$ cat config.mk
export PLATFORM = sky130hd
export DESIGN_NAME = kvaz_mapper
export DESIGN_NICKNAME = d
export VERILOG_FILES = /design/src/rtl/vector_pkg.sv /design/src/rtl/kvaz_decode.sv /design/src/rtl/kvaz_mapper.sv
export SDC_FILE = /design/constraint.sdc
export NUM_CORES = 1
export LEC_CHECK = 0
export CAP_MARGIN = 20
export CORE_MARGIN = 2
export CORE_UTILIZATION = 55
export CTS_CLUSTER_SIZE = 8
export DETAILED_ROUTE_END_ITERATION = 10
export DONT_BUFFER_PORTS = 1
export PLACE_DENSITY = 0.77
export SYNTH_ARGS = -nofsm -noshare
export SYNTH_HDL_FRONTEND = slang
export SYNTH_SLANG_ARGS = --single-unit
$ cat constraint.sdc
create_clock -name clk24 -period 1.6 [get_ports clk24]
set_clock_uncertainty 0.1 [all_clocks]
set_input_delay 0.08 -clock clk24 [delete_from_list [all_inputs] [get_ports clk24]]
set_output_delay 0.08 -clock clk24 [all_outputs]
set_load 0.005 [all_outputs]
$ cat src/rtl/vector_pkg.sv
// Shared constants for the RAM-disk (kvaz) bank mapper: 8080 status word
// bit positions, mapping control register fields and the port address.
package vector_pkg;

  // 8080 status word bit indices (valid on the data bus while SYNC is high)
  localparam int ST_INTA  = 0;
  localparam int ST_WO_N  = 1;
  localparam int ST_STACK = 2;
  localparam int ST_OUT   = 4;
  localparam int ST_M1    = 5;
  localparam int ST_INP   = 6;
  localparam int ST_MEMR  = 7;

  // Mapping control register fields
  localparam int CFG_STACK_PAGE_LSB = 0;  // [1:0]
  localparam int CFG_WIN_PAGE_LSB   = 2;  // [3:2]
  localparam int CFG_STACK_EN       = 4;
  localparam int CFG_WIN_EN         = 5;

  // RAM-disk control port address
  localparam logic [7:0] PORT_RAMDISK = 8'h10;

  // Bank value 0 is main RAM; kvaz pages 0..3 map to banks 1..4.
  function automatic logic [2:0] page_bank(input logic [1:0] page);
    return {1'b0, page} + 3'd1;
  endfunction

endpackage

$ cat src/rtl/kvaz_decode.sv
// Pure combinational bank selection from the new status word, the CPU
// address and the effective mapping register. Stack beats window; I/O and
// interrupt-acknowledge cycles always go to main RAM.
module kvaz_decode
  import vector_pkg::*;
#(
  parameter logic [15:0] WIN_LO = 16'hA000,
  parameter logic [15:0] WIN_HI = 16'hDFFF
) (
  input  logic [7:0]  st,
  input  logic [15:0] a,
  input  logic [7:0]  cfg,
  output logic [2:0]  bank
);

  logic io_cycle;
  logic win_hit;
  logic unused_bits;

  assign io_cycle    = st[ST_OUT] | st[ST_INP] | st[ST_INTA];
  assign win_hit     = (a >= WIN_LO) && (a <= WIN_HI);
  assign unused_bits = ^{st[7], st[5], st[3], st[1], cfg[7:6]};

  // Priority: I/O/INTA -> main RAM, then stack, then data window.
  always_comb begin
    bank = 3'd0;
    if (io_cycle) begin
      bank = 3'd0;
    end else if (st[ST_STACK] && cfg[CFG_STACK_EN]) begin
      bank = page_bank(cfg[CFG_STACK_PAGE_LSB +: 2]);
    end else if (win_hit && cfg[CFG_WIN_EN]) begin
      bank = page_bank(cfg[CFG_WIN_PAGE_LSB +: 2]);
    end
  end

endmodule

$ cat src/rtl/kvaz_mapper.sv
// RAM-disk bank mapper. Latches the 8080 status word on every SYNC, catches
// OUT writes to the kvaz control port into a pending register, commits the
// pending value on the following SYNC and registers SRAM_ADDR[17:15] for the
// whole machine cycle. Video fetches are forced to main RAM combinationally.
//
// Handshake: there is no valid/ready pair here; every update is qualified by
// cpu_ce. A status latch happens on cpu_ce & sync, a port write is captured on
// cpu_ce & ~wr_n while the latched status says OUT to the decoded port.
module kvaz_mapper
  import vector_pkg::*;
#(
  parameter logic [7:0]  PORT_ADDR = PORT_RAMDISK,
  parameter logic [15:0] WIN_LO    = 16'hA000,
  parameter logic [15:0] WIN_HI    = 16'hDFFF
) (
  input  logic        clk24,
  input  logic        mreset_n,
  input  logic        cpu_ce,
  input  logic        sync,
  input  logic        wr_n,
  input  logic [15:0] a,
  input  logic [7:0]  dout,
  input  logic        video_slice,
  output logic [2:0]  bank,
  output logic [7:0]  cfg,
  output logic        stack_cycle
);

  logic [7:0] st_q;
  logic [5:0] port_a_q;   // a[7:2] of the current machine cycle
  logic [7:0] cfg_q;
  logic [7:0] cfg_pend_q;
  logic       pend_q;
  logic [2:0] bank_q;

  logic       sync_stb;
  logic       port_hit;
  logic       wr_stb;
  logic [7:0] cfg_eff;
  logic [2:0] bank_d;

  assign sync_stb = cpu_ce & sync;
  assign port_hit = st_q[ST_OUT] & (port_a_q == PORT_ADDR[7:2]);
  assign wr_stb   = cpu_ce & ~wr_n & port_hit;

  // A pending write takes effect in the same SYNC that commits it, so the
  // machine cycle right after the OUT already sees the new mapping.
  assign cfg_eff = pend_q ? cfg_pend_q : cfg_q;

  kvaz_decode #(
    .WIN_LO (WIN_LO),
    .WIN_HI (WIN_HI)
  ) u_decode (
    .st   (dout),
    .a    (a),
    .cfg  (cfg_eff),
    .bank (bank_d)
  );

  // Status/address latch, pending write capture, commit and bank register.
  always_ff @(posedge clk24 or negedge mreset_n) begin
    if (!mreset_n) begin
      st_q       <= 8'h00;
      port_a_q   <= 6'd0;
      cfg_q      <= 8'h00;
      cfg_pend_q <= 8'h00;
      pend_q     <= 1'b0;
      bank_q     <= 3'd0;
    end else if (sync_stb) begin
      st_q     <= dout;
      port_a_q <= a[7:2];
      bank_q   <= bank_d;
      if (pend_q) begin
        cfg_q  <= cfg_pend_q;
        pend_q <= 1'b0;
      end
    end else if (wr_stb) begin
      cfg_pend_q <= dout;
      pend_q     <= 1'b1;
    end
  end

  assign bank        = video_slice ? 3'd0 : bank_q;
  assign cfg         = cfg_q;
  assign stack_cycle = st_q[ST_STACK];

endmodule
==> results.tsv, run 1 <==
stage	metric	value	unit
worst_setup_path	worstPathArrival	1.75	ns
route	vias	926	
cts	ctsLongestPathBuffers	2	
synthesis	synth.top_cell.area_share	52.2	%
synthesis	ys_ff_latch	28	
sta	slew_violations	0	
cells_and_area	antenna_cells	0	
worst_setup_path	startpoint_type	flop	
sta	tightest_slew	0.468	ns
synthesis	async_flop_share	100	%
die	dieArea	2850	um^2
power_and_ir_drop	p_switching	0.305	mW
power_and_ir_drop	internal_power	0.990	mW
sta	setup_violations	1	
synthesis	yosysWarnings	0	
die	core.rowCount	17	
sta	hold_ws	-0.204	ns
cells_and_area	instances_no_fill	155	
worst_setup_path	reg2reg_depth	5	
die	ios	42	
worst_hold_path	hp-start	dout[2]	
sta	worst_slack	-0.00563	ns
die	start_util	59.5	%
route	drt_wl_total	2.79	mm
power_and_ir_drop	fin_total_pwr	1.30	mW
sta	period_needed	1.61	ns
cts	cts.sinks	28	
cells_and_area	syn_to_final_growth	26.0	%
power_and_ir_drop	power_frac_seq	60.9	%
grt	grt_pass1_wl	4.54	mm
die	dieWidth	53.4	um
synthesis	synth-edff-count	0	
placement	dp_cells	129	
worst_setup_path	crit_path_end_kind	flop	
grt	antenna_found_initial	0	
worst_setup_path	regToRegSetupSlack	-0.006	ns
worst_hold_path	holdPathEnd	cfg_pend_q[2]	
cells_and_area	drive_gt1_share	39.4	%
cts	cts_tree	built	
power_and_ir_drop	switching_share	23.6	%
route	antenna_left	0	
synthesis	syn_nets	132	
synthesis	synth.area.top_cells	dfrtp_1 (52%), mux2_2 (25%), ha_1 (1.9%)	
route	firstDrtPassIters	4	
worst_hold_path	whs_path_depth	1	
route	via_per_inst	5.97	
cts	cts_buffers	3	
worst_setup_path	critPathMaxStageDelay	0.50	ns
power_and_ir_drop	peakVddDrop	0.578	mV
synthesis	syn_avg_cell_area	13.4	um^2
route	drcViolationCount	0	
cts	cts_hold_buffers	19	
worst_setup_path	worstPathCellList	mux2_4 > ha_4 > and3_4 > nand4_1 > o311ai_1	
sta	slew-limit-headroom	68.7	%
worst_setup_path	slowest_stage	dfrtp_2	
power_and_ir_drop	clkPwrFrac	26.9	%
synthesis	synth_top_area_cell	dfrtp_1	
synthesis	synth_ff_type	dfrtp_1	
synthesis	synth_seq_area_share	52.2	%
worst_setup_path	cp.required	1.74	ns
worst_setup_path	path_class	flop to flop	
route	wl_per_cell	18.0	um
sta	min_period_over_period	100	%
grt	track_usage	22.8	%
power_and_ir_drop	power_density	766	nW/um^2
sta	setup_tns	-0.00563	ns
worst_hold_path	hp-class	primary input to flop	
grt	grt_overflow	0	
worst_setup_path	rr_startpoint	pend_q	
die	coreArea	2250	um^2
cells_and_area	layout_common_cells	mux2_2 (27), dfrtp_1 (27), dlygate4sd3_1 (18)	
worst_setup_path	cp_top_family	flip-flops	
synthesis	syn_inst	100	
outcome	status	complete, but fails checks	
cts	htree_num_levels	1	
cts	clkTransAtPathRegs	0.15	ns
power_and_ir_drop	combPwrFrac	12.2	%
cells_and_area	fin_util	75.0	%
outcome	failed_checks	negative hold slack, negative setup slack	
die	die_h	53.4	um
cts	insertion_delay	0.33	ns
job	cap_violations	0	
route	initialDrtViolationCount	14	
cts	cts_root_buf	clkbuf_4	
sta	hold_viol	4	
worst_setup_path	reg2reg_to	bank_q[1]	
cells_and_area	fillCellCount	153	
grt	grt_max_degree	29	
worst_setup_path	cp_max_fo	6	
cells_and_area	fin_nets	160	
grt	grt_pass1_vias	970	
synthesis	yosysUniqueCellTypes	27	
worst_setup_path	crit_buf_inv	0	
placement	io_buffers	0	
synthesis	syn_area	1340	um^2
placement	dp_hpwl	1.77	mm
placement	gp_congestion	0.761	
sta	max_freq	623	MHz
power_and_ir_drop	leakage	0.793	nW
sta	rsz0062_at_grt	true	
[metrics by stage]
step / setup WS, ns / cell area [um^2]
6_report: -0.00563 / 1690
5_1_grt: -0.0518 / 1690
4_1_cts: -0.00278 / 1670
3_5_place_dp: -0.0948 / 1420
3_3_place_gp: -0.0560 / 1420
2_1_floorplan: -0.0109 / 1370
[cell type report]
| class | count | area, um^2 | area share, % |
|---|---|---|---|
| Sequential cell | 28 | 702 | 41.5 |
| Multi-Input combinational cell | 65 | 643 | 38.0 |
| Timing Repair Buffer | 27 | 264 | 15.6 |
| Clock buffer | 4 | 36.3 | 2.14 |
| Tap cell | 28 | 35.0 | 2.07 |
| Inverter | 3 | 11.3 | 0.666 |
[worst max path at each step]
stage	end	slack [ns]	cells past startpoint	from
after floorplan	bank_q[1]	-0.01	6	pend_q
after global placement	bank_q[1]	-0.06	5	pend_q
after detailed placement	bank_q[1]	-0.09	5	pend_q
after CTS	bank_q[1]	-0.003	5	pend_q
after global routing	cfg_pend_q[2]	-0.05	3	port_a_q[5]
final	bank_q[1]	-0.006	5	pend_q
[registers in the layout (all words and copies together) (netlist names)]
register / cells
bank_q: 3
cfg: 8
cfg_pend_q: 8
pend_q: 1
port_a_q: 6
st_q: 2
[cells in the mapped netlist, types with 2 or more instances]
cell	count
dfrtp_1	28
nand2_1	4
mux2_2	30
buf_2	2
ha_1	2
and3_1	3
o311ai_0	2
nor2b_1	4
nand4_1	4
inv_1	3
a21oi_1	2
[cell families (layout without fill, tap and decap cells)]
logic type	Yosys count	count (layout)	share of synthesized area (%)
multiplexers	30	30	25.2
buffers and inverters	7	34	2.24
AO/OA/AOI/OAI	8	8	4.38
flip-flops	28	28	52.2
adder cells (fa/ha/maj)	2	2	1.86
AND/OR/NAND/NOR	24	24	13.5
XOR/XNOR	1	1	0.652
[metal layers]
layer	routed length [um]	GRT usage, %
met5	0	0
met1	1140	27.9
met2	1410	37.9
met4	87	12.4
met3	146	3.67
[timing repair]
| item | in CTS | in global routing |
|---|---|---|
| hold endpoints to repair | 48 | 4 |
| resized for setup | 4 | 2 |
| endpoints found under the setup margin | 2 | 10 |
| buffers inserted | 1 | 2 |
| pin swaps | 2 | 3 |
[power groups by stage]
stage / sequential [mW] / clock [mW] / combinational (mW)
2_1_floorplan: 0.791 / 0 / 0.0844
3_3_place_gp: 0.797 / 0 / 0.0862
3_5_place_dp: 0.801 / 0 / 0.0916
4_1_cts: 0.786 / 0.353 / 0.152
5_1_grt: 0.795 / 0.380 / 0.174
6_report: 0.788 / 0.348 / 0.158
No activity file was read; power rests on OpenSTA's default activity.
==> run 2: changes to the inputs <==
--- a/config.mk
+++ b/config.mk
@@ -11,7 +11,8 @@
 export CTS_CLUSTER_SIZE = 8
 export DETAILED_ROUTE_END_ITERATION = 10
 export DONT_BUFFER_PORTS = 1
-export PLACE_DENSITY = 0.77
+export GPL_TIMING_DRIVEN = 1
+export PLACE_DENSITY = 0.74
 export SYNTH_ARGS = -nofsm -noshare
 export SYNTH_HDL_FRONTEND = slang
 export SYNTH_SLANG_ARGS = --single-unit
==> constraint.sdc (replaced) <==
create_clock -name clk24 -period 1.9 [get_ports clk24]
set_clock_uncertainty 0.1 [all_clocks]
set_input_delay 0.095 -clock clk24 [delete_from_list [all_inputs] [get_ports clk24]]
set_output_delay 0.095 -clock clk24 [all_outputs]
set_load 0.005 [all_outputs]
==> run 2 against run 1 <==
  * The flow now finishes without violations
  * Non-clock buffer count is 3 lower
  * Wire length down 6.3%
  * Largest cell class unchanged
  * Die area stayed put
  * First-iteration DRC count fell by 7.1%
  * Highest routed layer unchanged
  * Critical endpoint is now pend_q
==> results.tsv, run 2 (synthesized netlist as in run 1, its figures left out) <==
stage	metric	value	unit	change
die	die_h	53.4	um	unchanged
sta	tightest_slew	0.492	ns	was 0.468 ns
die	dieWidth	53.4	um	unchanged
cells_and_area	syn_to_final_growth	23.5	%	was 26.0%
worst_hold_path	hp-start	cpu_ce		was dout[2]
cts	ctsLongestPathBuffers	2		unchanged
die	dieArea	2850	um^2	unchanged
worst_setup_path	path_class	flop to flop		unchanged
cts	insertion_delay	0.34	ns	was 0.33 ns
die	start_util	59.5	%	unchanged
cts	htree_num_levels	1		unchanged
grt	grt_max_degree	29		unchanged
cts	cts_buffers	3		unchanged
cells_and_area	drive_gt1_share	33.1	%	was 39.4%
worst_setup_path	reg2reg_depth	4		was 5
cells_and_area	fin_nets	157		was 160
cells_and_area	mostFrequentLayoutCell	mux2_2		
job	cap_violations	0		unchanged
sta	setup_tns	0	ns	was -0.00563 ns
worst_setup_path	crit_path_end_kind	flop		unchanged
cells_and_area	stdcell_area	1660	um^2	was 1690 um^2
sta	slew-limit-headroom	67.0	%	was 68.7%
die	coreArea	2250	um^2	unchanged
cts	clkTransAtPathRegs	0.14	ns	was 0.15 ns
sta	rsz0062_at_grt	false		was true
placement	gp_congestion	0.754		was 0.761
grt	antenna_found_initial	0		unchanged
route	initialDrtViolationCount	13		was 14
outcome	status	completed		was complete, but fails checks
worst_setup_path	startpoint_type	flop		unchanged
die	core.rowCount	17		unchanged
placement	place_area	1370	um^2	was 1420 um^2
route	wl_per_cell	17.2	um	was 18.0 um
grt	grt_overflow	0		unchanged
sta	min_period_over_period	95.2	%	was 100%
grt	grt_pass1_vias	960		was 970
cells_and_area	fin_util	73.5	%	was 75.0%
sta	max_freq	553	MHz	was 623 MHz
cells_and_area	antenna_cells	0		unchanged
power_and_ir_drop	power_density	714	nW/um^2	was 766 nW/um^2
route	vias	888		was 926
die	ios	42		unchanged
route	drcViolationCount	0		unchanged
grt	track_usage	22.7	%	was 22.8%
grt	grt_pass1_wl	4.39	mm	was 4.54 mm
sta	hold_viol	0		was 4
worst_setup_path	cp.required	2.07	ns	was 1.74 ns
cts	cts_root_buf	clkbuf_4		unchanged
route	firstDrtPassIters	3		was 4
worst_setup_path	cp_max_fo	2		was 6
route	via_per_inst	5.84		was 5.97
power_and_ir_drop	leakage	0.773	nW	was 0.793 nW
worst_hold_path	whs_path_depth	2		was 1
worst_hold_path	holdPathEnd	cfg[1]		was cfg_pend_q[2]
power_and_ir_drop	peakVddDrop	0.645	mV	was 0.578 mV
worst_setup_path	reg2reg_to	pend_q		was bank_q[1]
cts	cts.sinks	28		unchanged
placement	dp_hpwl	1.61	mm	was 1.77 mm
sta	hold_ws	0.0263	ns	was -0.204 ns
sta	period_needed	1.81	ns	was 1.61 ns
route	drt_wl_total	2.62	mm	was 2.79 mm
sta	slew_violations	0		unchanged
worst_setup_path	regToRegSetupSlack	0.09	ns	was -0.006 ns
worst_hold_path	hp-class	primary input to flop		unchanged
worst_setup_path	rr_startpoint	port_a_q[5]		was pend_q
worst_setup_path	worstPathArrival	1.98	ns	was 1.75 ns
route	antenna_left	0		unchanged
sta	setup_violations	0		was 1
placement	io_buffers	0		unchanged
cells_and_area	layout_common_cells	mux2_2 (30), dfrtp_1 (27), dlygate4sd3_1 (21)		was mux2_2 (27), dfrtp_1 (27), dlygate4sd3_1 (18)
cts	cts_tree	built		unchanged
run 2: cell types whose count changed in the layout (fill, tap and decap cells not counted), sizes merged:
cell | previous run | this run
buf | 9 | 3
clkbuf | 4 | 3
bufinv | 0 | 1
dlygate4sd3 | 18 | 21
run 2: timing repair:
action,in CTS,in global routing
setup buffers,0,1
hold buffers,22,0
hold endpoints to repair,48,0
setup endpoints to repair,0,2
resized for setup,0,1
run 2: final cells by class:
cell class / instances / area (um^2)
fillers: 158 / 597
repair buffers: 24 / 245
well taps: 28 / 35.0
flip-flops and latches: 28 / 702
multi-input cells: 65 / 612
clock inverters: 1 / 30.0
inverters: 3 / 11.3
clock buffers: 3 / 22.5
run 2: worst max path at each step:
stage,cells past startpoint,slack [ns],start,end
3_5_place_dp,5,0.08,pend_q,bank_q[1]
3_3_place_gp,5,0.09,pend_q,bank_q[1]
4_1_cts,5,0.06,pend_q,bank_q[1]
2_1_floorplan,6,0.15,pend_q,bank_q[1]
6_report,4,0.09,port_a_q[5],pend_q
5_1_grt,5,0.01,a[13],bank_q[1]
run 2: per-layer routing:
metal	GRT usage, %	share of wire [%]	up-vias	wire, um
li1	-	-	413	-
met1	25.4	42	442	1090
met2	37.0	51	26	1330
met3	7.63	4.9	7	127
met4	13.2	2.5	0	65
met5	0	0	-	0
run 2: per-stage QoR:
| stage | total power [mW] | setup WS [ns] | std cells |
|---|---|---|---|
| final | 1.18 | 0.0918 | 152 |
| after CTS | 1.19 | 0.0569 | 151 |
| after global routing | 1.24 | 0.0117 | 152 |
| after detailed placement | 0.746 | 0.0827 | 125 |
| after floorplan | 0.735 | 0.153 | 100 |
| after global placement | 0.741 | 0.0870 | 125 |
run 2: critical path: stages, from the launching register on:
cell and delay, ns:
dfrtp_1 0.44, nor4b_4 0.32, nand4_1 0.14, dlygate4sd3_1 0.58, a21boi_0 0.16
run 2: report_power, final:
part           switching [mW]  internal (mW)
clock                   0.176          0.214
sequential             0.0295          0.634
combinational          0.0502         0.0804
total                   0.256          0.928
